### src/rtl/up_down_counter_seq_pkg.sv
// Shared constants for the up/down counter command sequencer.
// Holds the opcode encoding, the FSM state type and the counter width.
package up_down_counter_seq_pkg;

  localparam int CNT_W = 4;

  localparam logic [1:0] OP_LOAD = 2'b00;
  localparam logic [1:0] OP_UP   = 2'b01;
  localparam logic [1:0] OP_DOWN = 2'b10;
  localparam logic [1:0] OP_SEEK = 2'b11;

  typedef enum logic {
    S_IDLE = 1'b0,
    S_EXEC = 1'b1
  } state_t;

endpackage

### src/rtl/up_down_counter_seq.sv
// Command sequencer that drives a 4-bit up/down counter through LOAD, UP n, DOWN n and SEEK.
// While idle it reloads the counter with its own value every cycle, because the counter has no enable.
module up_down_counter_seq
  import up_down_counter_seq_pkg::*;
#(
  parameter int WIDTH = CNT_W,
  parameter int OP_W  = 2
) (
  input  logic             clk,
  input  logic             rst,
  input  logic             cmd_valid,
  input  logic [OP_W-1:0]  cmd_op,
  input  logic [WIDTH-1:0] cmd_arg,
  output logic             cmd_ready,
  input  logic             abort,
  input  logic [WIDTH-1:0] cnt_count,
  output logic             cnt_load,
  output logic             cnt_updown,
  output logic [WIDTH-1:0] cnt_data,
  output logic             busy,
  output logic             done,
  output logic             aborted
);

  state_t           state, state_d;
  logic [OP_W-1:0]  op_q, op_d;
  logic [WIDTH-1:0] arg_q, arg_d;
  logic [WIDTH-1:0] remaining, remaining_d;
  logic             done_d, aborted_d;
  logic             finish;
  logic             seek_hit;
  logic             steps_left;

  assign seek_hit   = (cnt_count == arg_q);
  assign steps_left = (remaining != '0);

  always_ff @(posedge clk or negedge rst) begin
    if (!rst) begin
      state     <= S_IDLE;
      op_q      <= '0;
      arg_q     <= '0;
      remaining <= '0;
      done      <= 1'b0;
      aborted   <= 1'b0;
    end else begin
      state     <= state_d;
      op_q      <= op_d;
      arg_q     <= arg_d;
      remaining <= remaining_d;
      done      <= done_d;
      aborted   <= aborted_d;
    end
  end

  // A step command with zero remaining finishes on its single hold cycle.
  always_comb begin
    finish = 1'b0;
    case (op_q)
      OP_LOAD: finish = 1'b1;
      OP_UP,
      OP_DOWN: finish = (remaining <= 1);
      OP_SEEK: finish = seek_hit;
      default: finish = 1'b1;
    endcase
  end

  always_comb begin
    state_d     = state;
    op_d        = op_q;
    arg_d       = arg_q;
    remaining_d = remaining;
    done_d      = 1'b0;
    aborted_d   = 1'b0;
    case (state)
      S_IDLE: begin
        if (cmd_valid) begin
          state_d     = S_EXEC;
          op_d        = cmd_op;
          arg_d       = cmd_arg;
          remaining_d = cmd_arg;
        end
      end
      S_EXEC: begin
        if (steps_left) remaining_d = remaining - 1'b1;
        if (abort) begin
          state_d   = S_IDLE;
          aborted_d = 1'b1;
        end else if (finish) begin
          state_d = S_IDLE;
          done_d  = 1'b1;
        end
      end
      default: state_d = S_IDLE;
    endcase
  end

  // Outputs depend only on registers and the registered counter value.
  always_comb begin
    cmd_ready  = 1'b0;
    busy       = 1'b0;
    cnt_load   = 1'b1;
    cnt_updown = 1'b0;
    cnt_data   = cnt_count;
    case (state)
      S_IDLE: cmd_ready = 1'b1;
      S_EXEC: begin
        busy = 1'b1;
        case (op_q)
          OP_LOAD: cnt_data = arg_q;
          OP_UP: begin
            if (steps_left) begin
              cnt_load   = 1'b0;
              cnt_updown = 1'b1;
            end
          end
          OP_DOWN: begin
            if (steps_left) cnt_load = 1'b0;
          end
          OP_SEEK: begin
            if (!seek_hit) begin
              cnt_load   = 1'b0;
              cnt_updown = 1'b1;
            end
          end
          default: cnt_data = cnt_count;
        endcase
      end
      default: cmd_ready = 1'b0;
    endcase
  end

endmodule

### config.mk
export PLATFORM = sky130hd
export DESIGN_NAME = up_down_counter_seq
export DESIGN_NICKNAME = d
export VERILOG_FILES = /design/src/rtl/up_down_counter_seq_pkg.sv /design/src/rtl/up_down_counter_seq.sv
export SDC_FILE = /design/constraint.sdc
export NUM_CORES = 1
export LEC_CHECK = 0
export ABC_AREA = 0
export ABC_CLOCK_PERIOD_IN_PS = 3100
export BUFFER_PORTS_ARGS = -buffer_cell sky130_fd_sc_hd__buf_2
export CORE_MARGIN = 2
export CORE_UTILIZATION = 53
export CTS_CLUSTER_DIAMETER = 150
export CTS_CLUSTER_SIZE = 25
export DETAILED_ROUTE_END_ITERATION = 6
export GPL_ROUTABILITY_DRIVEN = 1
export PLACE_DENSITY = 0.87
export SYNTH_ARGS = -nofsm -noshare
export SYNTH_HDL_FRONTEND = slang
export SYNTH_SLANG_ARGS = --single-unit
export TNS_END_PERCENT = 20
### constraint.sdc
create_clock -name clk -period 3.1 [get_ports clk]
set_input_delay 0.62 -clock clk [delete_from_list [all_inputs] [get_ports clk]]
set_output_delay 0.62 -clock clk [all_outputs]
set_load 0.005 [all_outputs]
==> results by group <==
Run status
  – Status: complete, no violations

Synthesis
  – Post-synth ARST share: 100%
  – Mapped Area: 790 µm²
  – Synth top area share: 41.2%
  – Number of synthesized flops with an enable pin: 0
  – Syn_nets: 100
  – Mean Syn Cell Area: 9.87 µm²
  – Synthesized flop and latch total: 13
  – Top cell type by total area after synthesis: dfrtp_1
  – Synth Instances: 80
  – Ys flop type: dfrtp_1
  – Yosys warnings: 0
  – Yosys cell types: 24
  – Post-synthesis sequential area ratio: 41.2%
  – Area contributors post-synth: dfrtp_1 (41%), ha_1 (9.5%), mux2_2 (8.6%)

STA
  – Relative slew slack: 48.5%
  – RSZ-0062 raised after global routing: false
  – Max-slew violations: 0
  – Slew at the pin closest to its max-slew limit: 0.771 ns
  – Final Hold Fails: 0
  – Worst clock skew: 0.00321 ns
  – Final setup fails: 0
  – Worst Slack Setup Final: 0.817 ns
  – Max frequency: 0.438 GHz
  – Final worst path period need: 2.28 ns
  – Worst Hold Slack: 0.230 ns
  – Final Cycle Share: 73.7%
  – Fin Setup TNS: 0 ns

Pwr
  – Power density over the cells: 744 nW/µm²
  – Worst VDD drop: 0.482 mV
  – LEAKAGE: 0.471 nW

Global routing
  – Pin count of the biggest net entering global routing: 14
  – Total gr overflow: 0
  – Grt met1 use: 25.2%
  – Gr usage total: 20.3%
  – Met3 GRT Util: 3.88%
  – First-pass GRT wire length: 2750 µm
  – Vias in the first global route: 635
  – Met2 usage: 34.5%
  – GRT Max-Usage Layer: met2
  – Initial antenna violation count: 0

Cells and area
  – Filler cells: 126
  – Final nets: 126
  – Synthesis-to-layout area growth: 19.0%
  – Antenna cells: 0
  – FF/Latch Area: 325 µm²
  – Area of the multi-input gates: 428 µm²
  – Fraction of final layout cells with drive strength greater than 1: 33.3%
  – Post-Route Utilization: 69.6%

Routing
  – Wire length per cell: 12.5 µm
  – Post-route ant nets: 0
  – DR vias/cell: 5.33
  – Detailed Route WL: 1500 µm
  – DR vias: 640
  – DRC viols: 0
  – Detailed router's first-iteration violation count: 1
  – TritonRoute pass-1 iters: 4

Clock network
  – Clk sinks: 13
  – Cells resized by post-CTS repair: 0
  – Worst-Skew Late Latency: 0.27 ns
  – Cts-stage hold buffer count: 0
  – H-tree depth: 1
  – # Post-CTS Setup Buffers: 0
  – Inserted Clock Buffers: 3
  – CTS Root Cell: clkbuf_4
  – CTS tree: done
  – Clk slew on worst S/H paths: 0.08 ns
  – Clock Tree Buf Depth: 2

Worst hold path
  – HP Class: primary input to async pin

Floorplanning
  – Core area: 1350 µm²
  – Die width: 42.6 µm
  – Die footprint: 1810 µm²
  – Initial Util: 58.5%
  – Die Y: 42.6 µm
  – Row cnt: 13
  – Ports: 24

Critical path
  – Critical Path RT: 2.48 ns
  – CP max FO: 8
  – Signal arrival time at the worst endpoint: 1.66 ns
  – Max incr delay on CP: 0.41 ns
  – Kind of critical path: flip-flop to primary output
  – Worst path slowest cell: nor3b_2
  – Crit-path cells: inv_1 -> ha_1 -> nor3b_2 -> a21oi_1 -> nand2_1 -> buf_2
  – Worst reg2reg path depth: 2
  – Type of origin of the critical path: flip-flop
  – CP Capture Type: primary output

Placement
  – Number of port buffers: 23
  – Final GP Congestion: 0.788
  – Worst slack at placement: 0.893 ns
  – Hpwl dp: 1210 µm

Job
  – Maxcap violations: 0
[power breakdown]
group | switching [W] | internal (W)
Combinational | 0.000155 | 0.000148
Sequential | 0.0000660 | 0.000229
Clock | 0.0000510 | 0.0000497
Total | 0.000272 | 0.000427
[critical path, delay by kind of cell, from the launching register on]
kind	cells	cell delay, ns
buffers and inverters	2	0.23
DFF	1	0.40
adders and majority gates	1	0.16
AOI/OAI and AO/OA	1	0.13
and+or+nand+nor	2	0.48
[state kept, by name, indices dropped and copies added, names as in the netlist]
signal	cells
aborted	1
state	1
op_q	2
arg_q	4
done	1
remaining	4
[logic make-up after synthesis]
family / after synthesis / share of synthesized area [%]
mux: 7 / 9.83
simple gates: 21 / 13.6
compound gates: 20 / 16.8
buf+inv: 9 / 4.60
flops: 13 / 41.2
fa+ha+maj: 6 / 9.51
xor+xnor: 4 / 4.44
[metrics by stage]
stage / area (µm²) / cells / power [W]
floorplan: 790 / 80 / 0.000512
global placement: 913 / 116 / 0.000592
detailed placement: 913 / 116 / 0.000605
CTS: 940 / 120 / 0.000707
global route: 940 / 120 / 0.000770
finish: 940 / 120 / 0.000699
[layer usage]
metal / vias to the layer above / part of all wire [%]
li1: 326 / -
met1: 296 / 47
met2: 16 / 48
met3: 2 / 4.1
met4: 0 / 0.47
met5: - / 0
[cell type report]
cell class	count	area share (%)
Tap cell	15	2.00
Multi-Input combinational cell	58	45.5
Clock buffer	4	2.80
Sequential cell	13	34.6
Timing Repair Buffer	23	12.3
Inverter	7	2.80
[cell usage after synthesis, drive strengths merged (2+ instances only)]
cell    instances
inv             7
buf             2
o21ai           4
a21oi           7
xor2            4
nor2b           3
a211oi          3
nor2            5
nand2           9
dfrtp          13
mux2            6
ha              6
[final timing paths]
path                                     end         start  slack [ns]
worst max-delay path                cnt_load  remaining[1]        0.82
worst min-delay path                 op_q[1]           rst        0.23
worst max register to register      arg_q[2]         state        1.39
worst min register to register      arg_q[1]      arg_q[1]        0.55
max in group asynchronous       remaining[2]           rst        2.64
min in group clk                        done         abort        0.52
[cell usage in the layout, fill, tap and decap left out]
cell / Yosys / final
inv_1: 7 / 7
clkbuf_1: 0 / 1
o22ai_1: 1 / 1
a41o_1: 1 / 1
o211a_1: 1 / 1
nor2_1: 5 / 5
xor2_1: 4 / 4
or3_1: 1 / 1
buf_2: 2 / 23
o211ai_1: 1 / 1
nor4_2: 1 / 1
o21ai_0: 4 / 4
o31ai_1: 1 / 1
nand2_1: 9 / 9
o31a_1: 1 / 1
mux2i_1: 1 / 1
nor3_1: 1 / 1
a211oi_1: 2 / 2
a21oi_1: 7 / 7
nor2b_1: 3 / 3
clkbuf_4: 0 / 3
nor3b_2: 1 / 1
a211oi_2: 1 / 1
ha_1: 6 / 6
mux2_2: 6 / 6
dfrtp_1: 13 / 13
(Power assumes the default switching activity.)
